**src/rtl/fetch_sequencer.sv**
```systemverilog
// Instruction fetch sequencer: walks the code ROM, decodes 1-3 word commands,
// and hands one masked instruction per handshake to the executor.
module fetch_sequencer #(
  parameter int          MEM_WORDS  = 58,
  parameter logic [31:0] START_ADDR = 32'd0,
  parameter logic [5:0]  HALT_OP    = 6'h3F
) (
  input  logic        clk,
  input  logic        rst_n,
  input  logic        start,
  output logic [31:0] rom_addr,
  input  logic [95:0] rom_data,
  output logic        instr_valid,
  input  logic        instr_ready,
  output logic [95:0] instr_data,
  output logic [1:0]  instr_len,
  output logic [31:0] instr_pc,
  input  logic        jump_valid,
  input  logic [31:0] jump_target,
  output logic        halted,
  output logic        fault,
  output logic [1:0]  fault_code,
  output logic [31:0] retired
);

  typedef enum logic [2:0] {
    s_idle,
    s_fetch,
    s_present,
    s_halted,
    s_fault
  } state_t;

  localparam logic [32:0] MEM_END = 33'(MEM_WORDS);

  state_t      state;
  logic [31:0] pc;
  logic [1:0]  dec_len;
  logic [5:0]  dec_op;
  logic [32:0] dec_end;
  logic [32:0] seq_next;
  logic [95:0] masked;
  logic        jump_bad;

  assign rom_addr = pc;
  assign dec_len  = rom_data[31:30];
  assign dec_op   = rom_data[29:24];
  assign dec_end  = {1'b0, pc} + {31'b0, dec_len};
  assign seq_next = {1'b0, pc} + {31'b0, instr_len};
  assign jump_bad = ({1'b0, jump_target} >= MEM_END);

  // Words beyond the command length are zeroed so the executor never sees
  // bytes belonging to the following command.
  always_comb begin
    masked = '0;
    case (dec_len)
      2'd1:    masked = {64'b0, rom_data[31:0]};
      2'd2:    masked = {32'b0, rom_data[63:0]};
      2'd3:    masked = rom_data;
      default: masked = '0;
    endcase
  end

  always_ff @(posedge clk or negedge rst_n) begin
    if (!rst_n) begin
      state       <= s_idle;
      pc          <= START_ADDR;
      instr_valid <= 1'b0;
      instr_data  <= '0;
      instr_len   <= '0;
      instr_pc    <= '0;
      halted      <= 1'b0;
      fault       <= 1'b0;
      fault_code  <= '0;
      retired     <= '0;
    end else begin
      case (state)
        s_idle: begin
          if (start) begin
            pc      <= START_ADDR;
            retired <= '0;
            state   <= s_fetch;
          end
        end

        s_fetch: begin
          if (dec_len == 2'd0) begin
            fault      <= 1'b1;
            fault_code <= 2'd1;
            state      <= s_fault;
          end else if (dec_end > MEM_END) begin
            fault      <= 1'b1;
            fault_code <= 2'd2;
            state      <= s_fault;
          end else if (dec_op == HALT_OP) begin
            halted <= 1'b1;
            state  <= s_halted;
          end else begin
            instr_data  <= masked;
            instr_len   <= dec_len;
            instr_pc    <= pc;
            instr_valid <= 1'b1;
            state       <= s_present;
          end
        end

        s_present: begin
          if (instr_ready) begin
            instr_valid <= 1'b0;
            retired     <= retired + 32'd1;
            if (jump_valid) begin
              if (jump_bad) begin
                fault      <= 1'b1;
                fault_code <= 2'd3;
                state      <= s_fault;
              end else begin
                pc    <= jump_target;
                state <= s_fetch;
              end
            // Running off the end of the ROM is caught here so FETCH never
            // addresses past the last valid word.
            end else if (seq_next >= MEM_END) begin
              fault      <= 1'b1;
              fault_code <= 2'd2;
              state      <= s_fault;
            end else begin
              pc    <= seq_next[31:0];
              state <= s_fetch;
            end
          end
        end

        s_halted, s_fault: begin
          if (start) begin
            halted     <= 1'b0;
            fault      <= 1'b0;
            fault_code <= '0;
            retired    <= '0;
            pc         <= START_ADDR;
            state      <= s_fetch;
          end
        end

        default: state <= s_idle;
      endcase
    end
  end

endmodule

```
**config.mk**
```make
export PLATFORM = sky130hd
export DESIGN_NAME = fetch_sequencer
export DESIGN_NICKNAME = d
export VERILOG_FILES = /design/src/rtl/fetch_sequencer.sv
export SDC_FILE = /design/constraint.sdc
export NUM_CORES = 1
export LEC_CHECK = 0
export CORE_ASPECT_RATIO = 0.9
export CORE_UTILIZATION = 36
export DETAILED_ROUTE_END_ITERATION = 10
export DONT_BUFFER_PORTS = 1
export PLACE_DENSITY = 0.59
export SYNTH_ARGS = -nofsm -noshare
export SYNTH_HDL_FRONTEND = slang
export SYNTH_SLANG_ARGS = --single-unit
export TNS_END_PERCENT = 20
```
**constraint.sdc**
```tcl
create_clock -name clk -period 4.2 [get_ports clk]
set_input_delay 0.84 -clock clk [delete_from_list [all_inputs] [get_ports clk]]
set_output_delay 0.84 -clock clk [all_outputs]
set_load 0.02 [all_outputs]
```
# Yosys cells after proc, flatten, opt, wreduce, memory -nomap -nowiden
# Index checks and enable logic that the tools add are counted.
# word_totals
elab_cells	97
reg_bits	202
inputBits	133
output_inout_bits	199
# op_classes
n_eq_ne	20
n_reduce_logical	15
magnitude_cmp	3
add_sub_neg	3
n_mux	43
bitwise_logic	3
# op_table
cell	count
$pmux 96 s3	1
$mux 32	6
$pmux 32 s2	2
$add 32x2->33	2
$ge 33x6->1 const B	1
$gt 33x6->1 const B	1
$add 32x1->32 const B	1
$ge 32x6->1 const B	1
$mux 3	7
$mux 1	15
$ne 3x3->1 const B	5
$reduce_and 5->1	3
$mux 2	7
$ne 2x2->1 const B	6
$pmux 3 s3	1
$eq 3x2->1 const B	2
$eq 6x6->1 const B	1
$pmux 2 s3	1
$reduce_and 6->1	1
$reduce_bool 2->1	3
$eq 2x2->1 const B	2
$pmux 1 s2	2
$reduce_and 4->1	1
$eq 3x1->1 const B	1
other kinds (12)	14

# Longest topological paths before layout
# Gate-level depths: netlist of the first run.
# logic_depth
depth_word	6
depth_mapped	14

# Least setup slack after synthesis of the first run
# No wires, ideal clock.
# synth_path
path_type	input to register
start	in rom_data[30]
end	reg instr_data[0]
arrival_time_ps	3516
path_slack_ps	559
required_time_ps	4075
stages	12
path_cell_list	ha_1 fa_1 nand4_1 nor4_1 a31oi_1 o31ai_1 o211ai_1 a211oi_1 nand4b_1 buf_6 buf_6 mux2_4
# synth_between
elab_chain_cells	4
word_cells_on_any_way	10
cone_classes	1 x add/sub; 1 x order compare; 3 x eq/ne; 1 x mux; 2 x bitwise; 2 x reduce/logical
# synth_rtl
element	line	rtl
from (decl)	12	input logic [95:0] rom_data,
$add 32x2->33	48	assign dec_end = {1'b0, pc} + {31'b0, dec_len};
$gt 33x6->1	91	end else if (dec_end > MEM_END) begin
$not 1->1 (no line)	n/a	
$reduce_and 4->1 (no line)	n/a	
to (signal assigned)	99	instr_data <= masked;
to (decl)	15	output logic [95:0] instr_data,
# Parallel ways exist; a longest one is shown, timed or not.
# A chain may end at the register's enable or synchronous reset.

# Worst setup path after layout of the first run
# layout_path
start	reg pc[0] (netlist: rom_addr[0])
end	reg fault_code[0]
# layout_between
elab_chain_cells	4
word_cells_on_any_way	7
cone_classes	2 x add/sub; 2 x order compare; 2 x eq/ne; 1 x reduce/logical
# layout_rtl
element	line	rtl
from (decl)	37	logic [31:0] pc;
from (signal assigned)	117	pc <= jump_target;
from (signal assigned)	127	pc <= seq_next[31:0];
$add 32x2->33 (on tied branches)	48, 49	
$gt 33x6->1 or $ge 33x6->1 (tied branches)	91, 122	
$ne 3x3->1 (no line)	n/a	
$reduce_and 6->1 (no line) (*)	n/a	
to (signal assigned)	89	fault_code <= 2'd1;
to (signal assigned)	93	fault_code <= 2'd2;
to (signal assigned)	114	fault_code <= 2'd3;
to (decl)	22	output logic [1:0] fault_code,
# Mark *: on every way between the ends. The rest lies on a longest branch, timed or not.

==> results.yml, run 1 <==
synthesis:
  synthAdderAreaFrac_pct: 1.02
  syn_inst: 1026
  synth.distinct_cells: 70
  synth_flop_cell: "dfrtp_1"
  synth_warnings: 0
  synth.cell_area_um2: 10100
  synthesis.nets: 1166
  ys_seq_area_share_pct: 50.1
  synth-async-reset-ratio_pct: 100
  synthSimpleGateAreaFrac_pct: 23.8
  synth-xor-area-share_pct: 3.04
  avgSynthCellArea_um2: 9.84
  synth-seq-cells: 202
  synth_top_family_by_area: "simple AND/OR/NAND/NOR gates"
  synth.area.mux_share_pct: 6.38
  synth_compound_gate_area_share_pct: 11.3
  synth_edf_count: 0
critical_path:
  critPathRequiredTime_ns: 4.61
  cp-start-kind: "register"
  worstSetupPathType: "register to register"
  worstPathArrival_ns: 4.22
  crit_fanout: 4
  worstSetupEndpointType: "register"
finish:
  area_delta_synth_final_pct: 13.0
  utilization_pct: 41.9
  ff_latch_area_um2: 5050
  nets: 1177
  n_fill_cell: 2646
  n_antenna_cell: 0
  drive_above_1_share_pct: 14.1
  multi_input_area_um2: 4600
  fin_area_um2: 11400
pwr:
  comb_power_share_pct: 25.1
  ir_worst_vdd_uv: 349
  p_sw_uw: 3090
  p_per_area_nw_per_um2: 672
  leakage_uw: 0.00497
  pwr-share-seq_pct: 48.1
  switching_share_pct: 40.2
  p_int_uw: 4580
  p_clk_share_pct: 26.7
placement:
  globalplace.congestion: 0.919
  dpl.hpwl_mm: 20.6
  postPlaceCellArea_um2: 10600
  portBuffers: 0
floorplan:
  initial_core_util_pct: 37.1
  core-area_um2: 27200
  die_x_um: 179
  chipHeight_um: 161
  die_area_um2: 28700
  rows: 57
  io_pins: 332
sta:
  rsz0062_at_grt: "false"
  finalSetupTns_ns: 0
  slew_violations: 0
  setup_viol: 0
  skew_ns: 0.0118
  period_needed_ns: 3.81
  finalCritPeriodShare_pct: 90.8
  hold_viol_final: 0
  max_slew_margin_pct: 29.6
  worst_pin_slew_ns: 1.06
  fmax_ghz: 0.262
clock_network:
  clock_latency_ns: 0.53
  root_buffer: "clkbuf_16"
  cts_resized: 0
  postCtsSetupRepairBufs: 0
  cts_sinks: 202
  hold_buffers: 3
  htreeDepth: 1
  cts_tree: "yes"
  numCtsBuffers: 24
  cts.reportedPaths.clkPinSlew_ns: 0.06
  cts.path.max_buffers: 3
routing:
  drt_iter0_drc: 566
  routedWlPerCell_um: 20.5
  vias_per_cell: 5.54
  wl_mm: 28.9
  postRouteAntennaNets: 0
  drc_errors: 0
  first_pass_iters: 5
  vias: 7805
global_routing:
  overflow: 0
  grt_pass1_wl_mm: 43.1
  grt_pass1_vias: 7261
  antenna_found_initial: 0
  track_usage_pct: 19.2
  grt_max_degree: 149
min_path:
  hp-class: "primary input to asynchronous set/reset pin"
status:
  outcome: "finished clean"
job:
  max_cap_violations: 0
worst max-delay path: stages, from the launching register on:
cell	delay, ns
dfrtp_1	0.52
ha_1	0.31
fa_1	0.50
nand4b_1	0.13
o21ai_0	0.08
a22oi_1	0.32
o32a_1	0.22
o221ai_1	0.12
or4_1	0.56
o31a_1	0.32
o211a_1	0.29
mux2_4	0.31
registers in the layout, summed over array words and instances, names as in the netlist:
register,count
retired,32
state,3
fault_code,2
instr_len,2
fault,1
instr_pc,32
instr_data,96
halted,1
rom_addr,32
instr_valid,1
cell usage after synthesis (6+ instances only):
master	number	share of area [%]
nor2b_1	22	1.4
buf_2	9	0.45
nand4_1	34	2.1
o21ai_1	60	3.0
and4_1	12	1.0
nand3_1	41	2.0
o21ai_2	9	0.78
nor3_1	14	0.69
buf_6	16	1.8
inv_1	19	0.71
mux2i_1	7	0.69
nor4_1	22	1.4
and3_1	8	0.50
a21oi_1	10	0.50
o21ai_0	25	1.2
o211ai_1	6	0.45
or4_1	9	0.67
dfrtp_1	202	50
xor2_1	15	1.3
a31oi_1	6	0.37
xnor2_1	20	1.7
mux2_4	36	5.4
nand4b_1	6	0.52
nand2b_1	9	0.56
o2111ai_1	8	0.69
and2_1	33	2.0
nand2_1	181	6.7
clkbuf_1	36	1.3
nor2_1	69	2.6
cells by family (layout without fill, tap and decap cells):
family,Yosys count,in the layout
compound gates,174,174
xor+xnor,35,35
fa+ha+maj,7,7
buf+inv,83,112
flops,202,202
mux,46,46
simple gates,479,479
cell type report:
| cell class | instances | area share [%] |
|---|---|---|
| clock inverter | 14 | 1.26 |
| tap | 354 | 3.88 |
| inverter | 20 | 0.658 |
| sequential | 202 | 44.3 |
| timing repair buffer | 48 | 3.99 |
| multi-input combinational | 741 | 40.3 |
| clock buffer | 30 | 5.63 |
per-stage QoR:
| step | hold slack, ns | std cells | power, µW | worst slack, ns |
|---|---|---|---|---|
| after floorplan | 0.522 | 1026 | 5090 | 0.559 |
| after global placement | 0.548 | 1362 | 5570 | 0.340 |
| after detailed placement | 0.548 | 1362 | 5630 | 0.177 |
| after CTS | 0.121 | 1409 | 7770 | 0.383 |
| after global routing | 0.130 | 1409 | 8110 | 0.105 |
| final | 0.141 | 1409 | 7670 | 0.388 |
cell usage in the layout (no fill, tap or decap), types with 25 or more instances in the layout:
cell type	instances
nand3_1	41
dfrtp_1	202
nand4_1	34
nor2_1	69
nand2_1	181
o21ai_0	25
mux2_4	36
and2_1	33
o21ai_1	60
buf_4	41
metal layers:
metal | vias up | GRT usage [%] | part of all wire (%)
met1 | 3738 | 26.1 | 43
met2 | 359 | 29.8 | 45
met5 | - | 0 | 0
met4 | 0 | 4.39 | 2.1
li1 | 3664 | - | -
met3 | 44 | 6.04 | 10
path summary, 6_finish.rpt:
path | depth (start not counted) | startpoint | endpoint | slack, ns
max reg2reg | 11 | rom_addr[0] | fault_code[0] | 0.39
max | 11 | rom_addr[0] | fault_code[0] | 0.39
min | 1 | rst_n | rom_addr[13] | 0.14
max in group asynchronous | 1 | rst_n | instr_data[13] | 3.36
min in group clk | 2 | rom_data[31] | instr_data[42] | 0.43
min reg2reg | 2 | state[1] | state[1] | 0.58
power groups by stage:
stage	Sequential (µW)	Combinational, µW	Clock (µW)
floorplan	3550	1540	0
global placement	3740	1840	0
detailed placement	3730	1890	0
CTS	3710	1940	2120
global route	3780	2150	2190
finish	3690	1930	2050
Note: power is estimated with default switching activity, not from simulation.
==> run 2, diff against run 1 <==
==> constraint.sdc (replaced) <==
create_clock -name clk -period 4.2 [get_ports clk]
set_input_delay 0 -clock clk [delete_from_list [all_inputs] [get_ports clk]]
set_output_delay 0 -clock clk [all_outputs]
set_load 0.02 [all_outputs]
==> run 2 against run 1 <==
Compared with the run above: global-route usage up 1.5 points; sequential power is essentially flat; fmax shrank 2.8%; non-clock buffer count increased by 132; combinational power grew 5%; setup slack got worse by 0.11 ns; critical path depth is the same; final cell count is 9.3% higher; hold slack worse by 0.96 ns; the run now ends with hold timing left; via count up 6.8%; clock-buffer cell count is 3 higher.
==> results.yml, run 2 (same netlist as run 1, synthesis figures left out) <==
status:
  outcome: "finished with violations"
  violations: "hold timing"
pwr:
  leakage_uw: 0.00549
  ir_worst_vdd_uv: 319
  p_per_area_nw_per_um2: 618
critical_path:
  worstSetupPathType: "register to register"
  r2r-start: "instr_len[1]"
  critPathRequiredTime_ns: 4.65
  worstPathArrival_ns: 4.37
  worstSetupEndpointType: "register"
  cp-start-kind: "register"
  reg2reg_to: "rom_addr[5]"
  crit_fanout: 11
  rr_worst_depth: 11
  r2r_slack_ns: 0.28
finish:
  area_delta_synth_final_pct: 26.1
  final_cell_mix: "dfrtp_1 (200), nand2_1 (181), dlygate4sd3_1 (130)"
  drive_above_1_share_pct: 12.9
  n_fill_cell: 2505
  n_antenna_cell: 0
  final_common_cell: "dfrtp_1"
  largest_reg_flops: 96
  nets: 1309
  regMostFlops: "instr_data"
  utilization_pct: 46.7
sta:
  hold_viol_final: 202
  finalSetupTns_ns: 0
  max_slew_margin_pct: 26.9
  setup_viol: 0
  worst_pin_slew_ns: 1.10
  skew_ns: 0.0130
  period_needed_ns: 3.92
  fin_hold_ws_ns: -0.818
  rsz0062_at_grt: "false"
  fmax_ghz: 0.255
  finalCritPeriodShare_pct: 93.3
  slew_violations: 0
routing:
  first_pass_iters: 5
  drc_errors: 0
  routedWlPerCell_um: 20.0
  wl_mm: 30.8
  vias_per_cell: 5.41
  vias: 8335
  postRouteAntennaNets: 0
  drt_iter0_drc: 484
clock_network:
  cts_tree: "yes"
  cts.path.max_buffers: 3
  root_buffer: "clkbuf_16"
  hold_buffers: 131
  htreeDepth: 1
  cts.reportedPaths.clkPinSlew_ns: 0.06
  cts_sinks: 202
  numCtsBuffers: 24
  clock_latency_ns: 0.52
job:
  max_cap_violations: 0
floorplan:
  die_area_um2: 28700
  initial_core_util_pct: 37.1
  io_pins: 332
  die_x_um: 179
  rows: 57
  chipHeight_um: 161
  core-area_um2: 27200
placement:
  globalplace.congestion: 0.898
  portBuffers: 0
  dpl.hpwl_mm: 20.6
min_path:
  hp-class: "primary input to asynchronous set/reset pin"
global_routing:
  grt_pass1_wl_mm: 46.6
  antenna_found_initial: 0
  overflow: 0
  track_usage_pct: 20.7
  grt_max_degree: 203
  grt_pass1_vias: 8100
==> run 2: worst max-delay path by stage <==
| stage | from | end |
|---|---|---|
| after global placement | rom_addr[0] | instr_data[38] |
| after global routing | instr_len[1] | rom_addr[5] |
| after CTS | rom_addr[0] | rom_addr[5] |
| after detailed placement | rom_addr[0] | instr_data[44] |
| after floorplan | rom_addr[0] | fault |
| final | instr_len[1] | rom_addr[5] |
==> run 2: cell type report <==
type                    instances  area [µm²]  share of cell area, %
clock buffers                  33         686                   5.39
clock inverters                10         133                   1.04
inverters                      20        75.1                  0.590
multi-input cells             741        4610                   36.2
flip-flops and latches        202        5060                   39.7
well taps                     354         443                   3.48
repair buffers                180        1730                   13.6
==> run 2: routing by layer <==
layer / vias up / GRT usage (%) / share of wire [%]
met1: 4003 / 27.4 / 42
li1: 3909 / - / -
met5: - / 0 / 0
met4: 0 / 6.09 / 2.9
met2: 372 / 32.4 / 45
met3: 51 / 6.30 / 10
==> run 2: repair_timing <==
| item | in CTS | in global routing |
|---|---|---|
| endpoints found under the hold margin | 315 | 202 |
| setup buffers | 0 | 0 |
| setup endpoints to repair | 0 | 1 |
| gates resized for setup | 0 | 4 |
==> run 2: power breakdown <==
group          internal (µW)  leakage, µW  switching (µW)
Combinational            926      0.00242            1100
Clock                   1320     0.000394             815
Sequential              2520      0.00268            1180
==> run 2: worst max-delay path, cell delays in order, from the launching register on <==
cell and delay (ns):
dfrtp_1 0.54, ha_1 0.36, a21o_1 0.25, nand4_1 0.38, or4_1 0.59, o21ai_0 0.27, a41oi_1 0.17, nor3_2 0.26
buf_4 0.24, nand4_1 0.10, dlygate4sd3_1 0.59, nand3_1 0.08
==> run 2: through the flow <==
stage	setup WS [ns]	total power [µW]	cells	cell area [µm²]	hold WS [ns]
2_1_floorplan	0.829	5090	1026	10100	-0.296
3_3_place_gp	0.536	5570	1366	10600	-0.292
3_5_place_dp	0.460	5610	1366	10600	-0.292
6_report	0.280	7860	1540	12700	-0.818
4_1_cts	0.160	7910	1540	12700	-0.844
5_1_grt	0.0403	8280	1540	12700	-0.840
==> run 3, diff against run 2 <==
CORE_MARGIN = 2   (was unset)
==> run 3 against run 2 <==
Compared with the run above: global-route usage fell by 0.22 points; non-clock buffer count down 1; final cell count is 0.39% higher; the flow still finishes with violations (hold timing); power rose by 1.7%; clock-buffer cell count shrank 3; clock skew fell by 0.0023 ns; combinational power is essentially flat; critical path type unchanged; fmax increased by 1.4%; setup slack improved by 0.055 ns; sequential power hardly changed; largest power group unchanged.
==> results.yml, run 3 (same netlist as run 1, synthesis figures left out) <==
clock_network:
  cts.reportedPaths.clkPinSlew_ns: 0.06
  cts_tree: "yes"
  cts_sinks: 202
  numCtsBuffers: 24
  cts.path.max_buffers: 3
  htreeDepth: 1
  root_buffer: "clkbuf_16"
  postCtsSetupRepairBufs: 0
  clock_latency_ns: 0.53
  hold_buffers: 133
critical_path:
  worstSetupEndpointType: "register"
  r2r_slack_ns: 0.34
  cpMaxStageDelayCell: "dlygate4sd3_1"
  cp-start-kind: "register"
  r2r-start: "instr_len[1]"
  critPathRequiredTime_ns: 4.66
  reg2reg_to: "rom_addr[4]"
  path_cells: "ha_1, a21o_1, nand4_1, or4_1, o21ai_0, a41oi_1, nor3_2, buf_4, nand4_1, dlygate4sd3_1, nand3_1"
  cp_top_family: "simple AND/OR/NAND/NOR gates"
  cp.buffers_inverters: 2
  crit_path_frequent_cell: "nand4_1"
  worstPathArrival_ns: 4.33
  cpPeakStageDelay_ns: 0.60
  worstSetupPathType: "register to register"
  crit_fanout: 14
  rr_worst_depth: 11
routing:
  routedWlPerCell_um: 20.2
  first_pass_iters: 5
  postRouteAntennaNets: 0
  wl_mm: 31.2
  drt_iter0_drc: 563
  drc_errors: 0
  vias: 8394
  vias_per_cell: 5.43
status:
  outcome: "finished with violations"
  violations: "hold timing"
job:
  max_cap_violations: 0
floorplan:
  die_area_um2: 29400
  die_x_um: 181
  core-area_um2: 27800
  initial_core_util_pct: 36.3
  rows: 58
  chipHeight_um: 163
  io_pins: 332
sta:
  setup_viol: 0
  skew_ns: 0.0108
  worst_pin_slew_ns: 1.12
  fmax_ghz: 0.259
  fin_hold_ws_ns: -0.829
  hold_viol_final: 202
  finalSetupTns_ns: 0
  finalCritPeriodShare_pct: 92.0
  period_needed_ns: 3.86
  slew_violations: 0
  max_slew_margin_pct: 25.6
  rsz0062_at_grt: "false"
finish:
  nets: 1308
  regMostFlops: "instr_data"
  largest_reg_flops: 96
  area_delta_synth_final_pct: 26.6
  drive_above_1_share_pct: 12.8
  utilization_pct: 46.0
  final_cell_mix: "dfrtp_1 (200), nand2_1 (181), dlygate4sd3_1 (132)"
  final_common_cell: "dfrtp_1"
placement:
  dpl.hpwl_mm: 20.8
  globalplace.congestion: 0.950
  portBuffers: 0
pwr:
  leakage_uw: 0.00551
  ir_worst_vdd_uv: 304
  p_per_area_nw_per_um2: 626
global_routing:
  antenna_found_initial: 0
  overflow: 0
  grt_pass1_wl_mm: 48.0
  grt_max_degree: 203
  grt_pass1_vias: 8200
  track_usage_pct: 20.5
min_path:
  hp-class: "primary input to asynchronous set/reset pin"
## run 3: layout make-up
cell class | count | area (µm²)
fillers | 2542 | 15000
flip-flops and latches | 202 | 5060
multi-input cells | 741 | 4600
repair buffers | 179 | 1710
clock buffers | 30 | 673
well taps | 360 | 450
clock inverters | 13 | 210
inverters | 20 | 75.1
diodes | 1 | 2.50
## run 3: per-stage QoR
| step | power, µW | std cells | cell area [µm²] | setup slack, ns |
|---|---|---|---|---|
| after CTS | 8050 | 1545 | 12800 | 0.321 |
| after detailed placement | 5600 | 1369 | 10500 | 0.348 |
| after floorplan | 5090 | 1026 | 10100 | 0.829 |
| after global routing | 8420 | 1545 | 12800 | 0.0277 |
| final | 8000 | 1546 | 12800 | 0.335 |
| after global placement | 5530 | 1369 | 10500 | 0.468 |
## run 3: per-layer routing
metal	vias to the layer above	global-route usage, %	wire length (µm)
met5	-	0	0
met4	0	6.20	917
met3	48	6.48	3040
met2	381	32.5	14200
met1	4055	26.9	13100
li1	3910	-	-
## run 3: worst register-to-register path, stage by stage, from the launching register on
cell and delay, ns:
dfrtp_1 0.55, ha_1 0.36, a21o_1 0.27, nand4_1 0.38, or4_1 0.59, o21ai_0 0.28
a41oi_1 0.18, nor3_2 0.16, buf_4 0.25, nand4_1 0.12, dlygate4sd3_1 0.60, nand3_1 0.08
## run 3: report_power, final
part           switching [µW]  total [µW]  internal [µW]
logic                    1100        2010            908
registers                1180        3700           2520
clock network             849        2290           1440
## run 3: what timing repair did
| action | in CTS | in global routing |
|---|---|---|
| hold endpoints to repair | 315 | 202 |
| endpoints found under the setup margin | 0 | 1 |
| gates resized for setup | 0 | 2 |
## run 3: worst max path at each step
| stage | start | depth (start not counted) | slack, ns | endpoint |
|---|---|---|---|---|
| after global routing | instr_len[1] | 11 | 0.03 | rom_addr[4] |
| after CTS | instr_len[0] | 14 | 0.32 | rom_addr[4] |
| after floorplan | rom_addr[0] | 11 | 0.83 | fault |
| after detailed placement | rom_addr[0] | 10 | 0.35 | instr_data[10] |
| after global placement | rom_addr[0] | 10 | 0.47 | instr_data[9] |
| final | instr_len[1] | 11 | 0.34 | rom_addr[4] |
